`config.mk`:
```
export PLATFORM = sky130hd
export DESIGN_NAME = spi_loopback_bist_flat
export DESIGN_NICKNAME = d
export VERILOG_FILES = /design/src/rtl/spi_bist_pkg.sv /design/src/rtl/spi_loopback_bist_if.sv /design/src/rtl/spi_bist_lfsr.sv /design/src/rtl/spi_loopback_bist.sv /design/src/flat_wrapper.sv
export SDC_FILE = /design/constraint.sdc
export NUM_CORES = 1
export LEC_CHECK = 0
export CORE_MARGIN = 10
export CORE_UTILIZATION = 30
export DETAILED_ROUTE_END_ITERATION = 10
export SLEW_MARGIN = 20
export SYNTH_ARGS = -nofsm -noshare
export SYNTH_HDL_FRONTEND = slang
export SYNTH_SLANG_ARGS = --single-unit
```
`constraint.sdc`:
```
create_clock -name clk -period 2.4 [get_ports clk]
set_input_delay 0.36 -clock clk [delete_from_list [all_inputs] [get_ports clk]]
set_output_delay 0.36 -clock clk [all_outputs]
set_load 0.05 [all_outputs]
```
`src/rtl/spi_bist_pkg.sv`:
```
`default_nettype none
// ============================================================================
// Module      : spi_bist_pkg
// Description : FSM state encodings, status codes and LFSR definition for the
//               SPI loopback BIST.
// Revision    : 1.0 - initial release
// ============================================================================
package spi_bist_pkg;

  typedef logic [2:0] state_t;

  localparam state_t c_st_idle  = 3'd0;
  localparam state_t c_st_load  = 3'd1;
  localparam state_t c_st_shift = 3'd2;
  localparam state_t c_st_check = 3'd3;
  localparam state_t c_st_done  = 3'd4;

  localparam logic [2:0] c_code_idle      = 3'b000;
  localparam logic [2:0] c_code_shift     = 3'b001;
  localparam logic [2:0] c_code_pass      = 3'b010;
  localparam logic [2:0] c_code_fail      = 3'b011;
  localparam logic [2:0] c_code_done_pass = 3'b100;
  localparam logic [2:0] c_code_done_fail = 3'b101;

  // Feedback taps at bits 7, 5, 4 and 3.
  localparam logic [7:0] c_lfsr_taps  = 8'b1011_1000;
  localparam logic [7:0] c_default_seed = 8'hA5;

  function automatic logic [7:0] lfsr_next(input logic [7:0] value);
    return {value[6:0], ^(value & c_lfsr_taps)};
  endfunction

endpackage
`default_nettype wire

```
`src/rtl/spi_loopback_bist_if.sv`:
```
`default_nettype none
// ============================================================================
// Module      : spi_loopback_bist_if
// Description : Observation bus of the SPI loopback BIST (SPI pins + status).
// Revision    : 1.0 - initial release
// ============================================================================
interface spi_loopback_bist_if;
  logic       S_cs;
  logic       S_s_clk;
  logic [7:0] data_out;
  logic [3:0] counter;
  logic [2:0] Code;
  logic [7:0] L_data;

  modport master (output S_cs, S_s_clk, data_out, counter, Code, L_data);
  modport slave  (input  S_cs, S_s_clk, data_out, counter, Code, L_data);
endinterface
`default_nettype wire

```
`src/rtl/spi_bist_lfsr.sv`:
```
`default_nettype none
// ============================================================================
// Module      : spi_bist_lfsr
// Description : 8-bit Fibonacci LFSR with synchronous seed load and enable.
// Revision    : 1.0 - initial release
// ============================================================================
module spi_bist_lfsr
  import spi_bist_pkg::*;
#(
  parameter logic [7:0] SEED = c_default_seed
) (
  input  wire logic       clk,
  input  wire logic       reset,
  input  wire logic       i_load,
  input  wire logic       i_en,
  output logic [7:0]      o_value
);

  logic [7:0] r_value;

  always_ff @(posedge clk or negedge reset) begin
    if (!reset) begin
      r_value <= SEED;
    end else if (i_load) begin
      r_value <= SEED;
    end else if (i_en) begin
      r_value <= lfsr_next(r_value);
    end
  end

  assign o_value = r_value;

endmodule
`default_nettype wire

```
`src/rtl/spi_loopback_bist.sv`:
```
`default_nettype none
// ============================================================================
// Module      : spi_loopback_bist
// Description : SPI mode-0 master looped back into an internal slave, fed by
//               an LFSR; every frame is compared and a status code reported.
//               Option macro: SPI_BIST_FAULT_INJECT_EN (corrupts frame 3).
// Revision    : 1.0 - initial release
// ============================================================================
module spi_loopback_bist
  import spi_bist_pkg::*;
#(
  parameter int unsigned  CLK_DIV      = 1,
  parameter int unsigned  NUM_PATTERNS = 16,
  parameter logic [7:0]   SEED         = c_default_seed
) (
  input  wire logic            clk,
  input  wire logic            reset,
  spi_loopback_bist_if.master  bus
);

  localparam int unsigned c_div_w = (CLK_DIV > 1) ? $clog2(CLK_DIV) : 1;
  localparam int unsigned c_fc_w  = $clog2(NUM_PATTERNS + 1);

  state_t              r_state;
  logic [7:0]          r_tx;
  logic [7:0]          r_rx;
  logic [7:0]          r_data_out;
  logic [3:0]          r_counter;
  logic                r_sclk;
  logic                r_fail;
  logic [c_div_w-1:0]  r_div;
  logic [c_fc_w-1:0]   r_frame_cnt;

  logic [7:0]          w_lfsr;
  logic                w_tick;
  logic                w_fault;
  logic                w_mosi;
  logic                w_cs;
  logic [2:0]          w_code;

  spi_bist_lfsr #(
    .SEED (SEED)
  ) u_lfsr (
    .clk     (clk),
    .reset   (reset),
    .i_load  (r_state == c_st_idle),
    .i_en    (r_state == c_st_check),
    .o_value (w_lfsr)
  );

`ifdef SPI_BIST_FAULT_INJECT_EN
  assign w_fault = (r_frame_cnt == c_fc_w'(3));
`else
  assign w_fault = 1'b0;
`endif

  assign w_tick = (r_div == c_div_w'(CLK_DIV - 1));
  assign w_mosi = r_tx[7] ^ w_fault;

  always_ff @(posedge clk or negedge reset) begin
    if (!reset) begin
      r_state     <= c_st_idle;
      r_tx        <= 8'h00;
      r_rx        <= 8'h00;
      r_data_out  <= 8'h00;
      r_counter   <= 4'd0;
      r_sclk      <= 1'b0;
      r_fail      <= 1'b0;
      r_div       <= '0;
      r_frame_cnt <= '0;
    end else begin
      case (r_state)
        c_st_idle: begin
          r_state <= c_st_load;
        end
        c_st_load: begin
          r_tx      <= w_lfsr;
          r_counter <= 4'd0;
          r_div     <= '0;
          r_sclk    <= 1'b0;
          r_state   <= c_st_shift;
        end
        c_st_shift: begin
          if (w_tick) begin
            r_div <= '0;
            if (!r_sclk) begin
              // Rising edge: slave samples MOSI.
              r_sclk    <= 1'b1;
              r_rx      <= {r_rx[6:0], w_mosi};
              r_counter <= r_counter + 4'd1;
            end else begin
              // Falling edge: master presents the next bit.
              r_sclk <= 1'b0;
              r_tx   <= {r_tx[6:0], 1'b0};
              if (r_counter == 4'd8) begin
                r_state <= c_st_check;
              end
            end
          end else begin
            r_div <= r_div + c_div_w'(1);
          end
        end
        c_st_check: begin
          r_data_out  <= r_rx;
          r_frame_cnt <= r_frame_cnt + c_fc_w'(1);
          if (r_rx != w_lfsr) begin
            r_fail <= 1'b1;
          end
          if (r_frame_cnt == c_fc_w'(NUM_PATTERNS - 1)) begin
            r_state <= c_st_done;
          end else begin
            r_state <= c_st_load;
          end
        end
        c_st_done: begin
          r_state <= c_st_done;
        end
        default: begin
          r_state <= c_st_idle;
        end
      endcase
    end
  end

  always_comb begin
    w_cs   = 1'b1;
    w_code = c_code_idle;
    case (r_state)
      c_st_load: begin
        w_cs   = 1'b0;
      end
      c_st_shift: begin
        w_cs   = 1'b0;
        w_code = c_code_shift;
      end
      c_st_check: begin
        w_code = (r_rx == w_lfsr) ? c_code_pass : c_code_fail;
      end
      c_st_done: begin
        w_code = r_fail ? c_code_done_fail : c_code_done_pass;
      end
      default: begin
        w_cs   = 1'b1;
        w_code = c_code_idle;
      end
    endcase
  end

  assign bus.S_cs     = w_cs;
  assign bus.S_s_clk  = r_sclk;
  assign bus.data_out = r_data_out;
  assign bus.counter  = r_counter;
  assign bus.Code     = w_code;
  assign bus.L_data   = w_lfsr;

endmodule
`default_nettype wire

```
`src/flat_wrapper.sv`:
```
// flat-port wrapper written by rule: the top's interface ports become plain ports
module spi_loopback_bist_flat import spi_bist_pkg::*;
#(
  parameter int unsigned  CLK_DIV      = 1,
  parameter int unsigned  NUM_PATTERNS = 16,
  parameter logic [7:0]   SEED         = c_default_seed
)
  (clk, reset, bus_S_cs, bus_S_s_clk, bus_data_out, bus_counter, bus_Code, bus_L_data);
  spi_loopback_bist_if bus_i ();
  input  wire logic clk;
  input  wire logic reset;
  output wire logic [$bits(bus_i.S_cs)-1:0] bus_S_cs;
  output wire logic [$bits(bus_i.S_s_clk)-1:0] bus_S_s_clk;
  output wire logic [$bits(bus_i.data_out)-1:0] bus_data_out;
  output wire logic [$bits(bus_i.counter)-1:0] bus_counter;
  output wire logic [$bits(bus_i.Code)-1:0] bus_Code;
  output wire logic [$bits(bus_i.L_data)-1:0] bus_L_data;
  assign bus_S_cs = bus_i.S_cs;
  assign bus_S_s_clk = bus_i.S_s_clk;
  assign bus_data_out = bus_i.data_out;
  assign bus_counter = bus_i.counter;
  assign bus_Code = bus_i.Code;
  assign bus_L_data = bus_i.L_data;
  spi_loopback_bist #(.CLK_DIV(CLK_DIV), .NUM_PATTERNS(NUM_PATTERNS), .SEED(SEED)) u_core (.clk(clk), .reset(reset), .bus(bus_i));
endmodule
```
==> flow_metrics.py, run 1 <==
metrics = {
    "outcome": {
        "status": "complete, no violations",
    },
    "die": {
        "die_width_um": 106,
        "rows": 31,
        "start_util_pct": 30.6,
        "ios": 27,
        "coreArea_mm2": 0.00721,
        "die_h_um": 106,
        "die_area_mm2": 0.0112,
    },
    "setup_path": {
        "required_ps": 2040,
        "crit_chain": "nor2b_1, nand2_1, buf_4, inv_1, buf_12",
        "slowest_delay_ps": 560,
        "cp_max_fo": 16,
        "endpoint_kind": "output pin",
        "critical_path_class": "flop to output pin",
        "worstPathArrival_ps": 1840,
        "slowest_stage": "dfrtp_1",
        "cp_top_family": "buffers and inverters",
        "worstSetupStartpointType": "flop",
        "timing.critical_path.buf_inv": 3,
        "r2r_start": "u_core.r_state[2]",
        "cp-startpoint": "u_core.r_state[2]",
    },
    "logic_synthesis": {
        "yosysTopAreaCellShare_pct": 47.7,
        "synth_commonest_cells": "dfrtp_1 (42), nand2_1 (32), a21oi_1 (19), nor2_1 (19), xnor2_1 (12)",
        "yosysWarnings": 0,
        "postSynthCellCount": 217,
        "synth_top_family_by_area": "simple AND/OR/NAND/NOR gates",
        "synthesis.area_mm2": 0.00220,
        "synthSimpleGateAreaFrac_pct": 15.4,
        "yosysTopAreaCell": "dfrtp_1",
        "synth_fa_ha_area_share_pct": 2.27,
        "synth-compound-area-share_pct": 12.5,
        "synth_xor_area_share_pct": 5.96,
        "yosys.cell_count.top_type": "dfrtp_1",
        "ys_top_cells_by_area": "dfrtp_1 (48%), nand2_1 (5.4%), dfstp_2 (4.8%)",
        "synthMuxAreaShare_pct": 6.81,
        "ys_async_sr_fraction_pct": 100,
        "synth_seq_cells": 46,
        "ys_types": 35,
        "synth_ff_type": "dfrtp_1",
        "synth-edff-count": 0,
        "ys_seq_area_share_pct": 52.4,
        "syn_avg_cell_area_um2": 10.2,
        "syn_nets": 223,
    },
    "global_routing": {
        "grt_pass1_vias": 1588,
        "antenna_found_initial": 0,
        "grt-ovfl-total": 0,
        "grt_pass1_wl_um": 8220,
        "grt_use_total_pct": 9.03,
        "grt_max_degree": 47,
    },
    "clock_network": {
        "cts-root-buf": "clkbuf_8",
        "cts_buffer_depth": 2,
        "clk-insertion-delay-late_ps": 300,
        "cts_setup_buffers": 0,
        "cts.repair.resized": 0,
        "cts.sink_count": 46,
        "cts_tree": "done",
        "cts_hold_buf": 0,
        "clk_pin_slew_ps": 80,
        "numCtsBuffers": 5,
        "htree_levels": 2,
    },
    "timing": {
        "min_period_over_period_pct": 91.8,
        "hold_viol": 0,
        "max_freq_mhz": 454,
        "clock_skew_ps": 7.58,
        "setup_tns_ps": 0,
        "whs_ps": 143,
        "finalSetupViolCount": 0,
        "worstMarginPinSlew_ps": 758,
        "grt_setup_unrepaired": "no",
        "period_needed_ps": 2200,
        "final-max-slew-violation-count": 0,
        "slew-limit-headroom_pct": 49.2,
    },
    "detailed_routing": {
        "wirelength_um": 4830,
        "via_per_inst": 4.55,
        "first_pass_iters": 4,
        "drt_iter0_drc": 86,
        "drc": 0,
        "wl_per_cell_um": 14.0,
        "ant_nets": 0,
        "num_vias": 1569,
    },
    "finish": {
        "nFillCells": 745,
        "ff_latch_area_mm2": 0.00116,
        "synthToLayoutAreaGrowth_pct": 23.5,
        "final_nets": 251,
        "diodes": 0,
        "drive_gt1_share_pct": 13.8,
        "multi_input_area_um2": 948,
    },
    "run": {
        "maxCapViolations": 0,
    },
    "power": {
        "power_density_mw_per_mm2": 505,
        "total_power_uw": 1370,
        "peakVddDrop_mv": 0.192,
        "leakage_uw": 0.00126,
    },
    "place": {
        "dp_hpwl_um": 3360,
        "globalplace.congestion": 0.726,
        "port_buffers": 26,
    },
    "min_path": {
        "hold_class": "input port to async pin",
    },
}
path summary, 6_finish.rpt:
check | end | slack, ps | cells after the start
min in group clk | u_core.r_frame_cnt[3] | 480 | 1
max | bus_Code[1] | 200 | 5
min | u_core.r_frame_cnt[3] | 140 | 2
min reg2reg | u_core.r_frame_cnt[3] | 480 | 1
max in group asynchronous | u_core.r_tx[1] | 1870 | 2
max reg2reg | u_core.r_rx[2] | 540 | 2
worst register-to-register path: cells and delay by family, from the launching register on:
family	cells	cell delay (ps)
simple gates	1	780
mux	1	420
flops	1	560
cell type report:
class / instances / area share [%]
sequential: 46 / 42.5
multi-input combinational: 148 / 34.8
timing repair buffer: 35 / 12.9
tap: 99 / 4.55
clock buffer: 6 / 2.67
clock inverter: 2 / 1.38
inverter: 9 / 1.24
flip-flops by register name, summed over array words and instances, names as in the netlist:
register and count:
u_core.r_tx 8, u_core.bus.S_s_clk 1, u_core.u_lfsr.o_value 8, u_core.r_state 3, u_core.r_fail 1, u_core.r_frame_cnt 5
u_core.bus.counter 4, u_core.bus.data_out 8, u_core.r_rx 8
layer usage:
layer | vias to the layer above | GRT usage, % | wire length [um] | part of all wire (%)
li1 | 788 | - | - | -
met3 | 5 | 2.62 | 201 | 4.2
met1 | 745 | 11.6 | 2390 | 49
met5 | - | 0 | 0 | 0
met4 | 0 | 3.68 | 42 | 0.87
met2 | 31 | 14.0 | 2200 | 45
power breakdown:
group / internal, uW / total, uW / switching, uW
registers: 775 / 775 / 0
logic: 1.64 / 16.4 / 14.8
clock network: 311 / 583 / 272
total: 1090 / 1370 / 287
logic make-up after synthesis:
logic type / Yosys count
AND/OR/NAND/NOR: 71
multiplexers: 14
adder cells (fa/ha/maj): 4
flip-flops: 46
AO/OA/AOI/OAI: 44
buffers and inverters: 23
XOR/XNOR: 15
placed cells by master (no fill, tap or decap), types with 2 or more instances in the layout:
master,n
ha_1,4
nor3b_1,2
a22o_1,8
dfrtp_1,42
nor2_1,19
o22ai_1,4
nand4_1,4
a21oi_1,19
a31oi_1,2
xor2_1,3
buf_12,3
clkdlybuf4s50_1,21
nand2_1,32
nor2b_1,4
mux2_2,7
xnor2_1,12
mux2i_1,6
inv_1,9
o21ai_0,5
clkbuf_8,5
dfstp_2,4
buf_4,10
nand2b_1,4
a21o_1,2
metrics by stage:
step	instances	util, %	cell area (um2)	setup slack, ps
after global placement	337	36.2	2610	525
after detailed placement	337	36.2	2610	519
after floorplan	217	-	2200	137
after CTS	345	37.7	2720	180
after global routing	345	37.7	2720	46.7
final	345	37.7	2720	197
Power figures use the tool's default switching activity.
==> run 2, diff against run 1 <==
--- a/config.mk
+++ b/config.mk
@@ -5,8 +5,10 @@
 export SDC_FILE = /design/constraint.sdc
 export NUM_CORES = 1
 export LEC_CHECK = 0
+export CAP_MARGIN = 25
 export CORE_MARGIN = 10
 export CORE_UTILIZATION = 30
+export CTS_CLUSTER_DIAMETER = 100
 export DETAILED_ROUTE_END_ITERATION = 10
 export SLEW_MARGIN = 20
 export SYNTH_ARGS = -nofsm -noshare
==> results of run 2 <==
The final DEF is identical to that of run 1; final timing and power are the same.
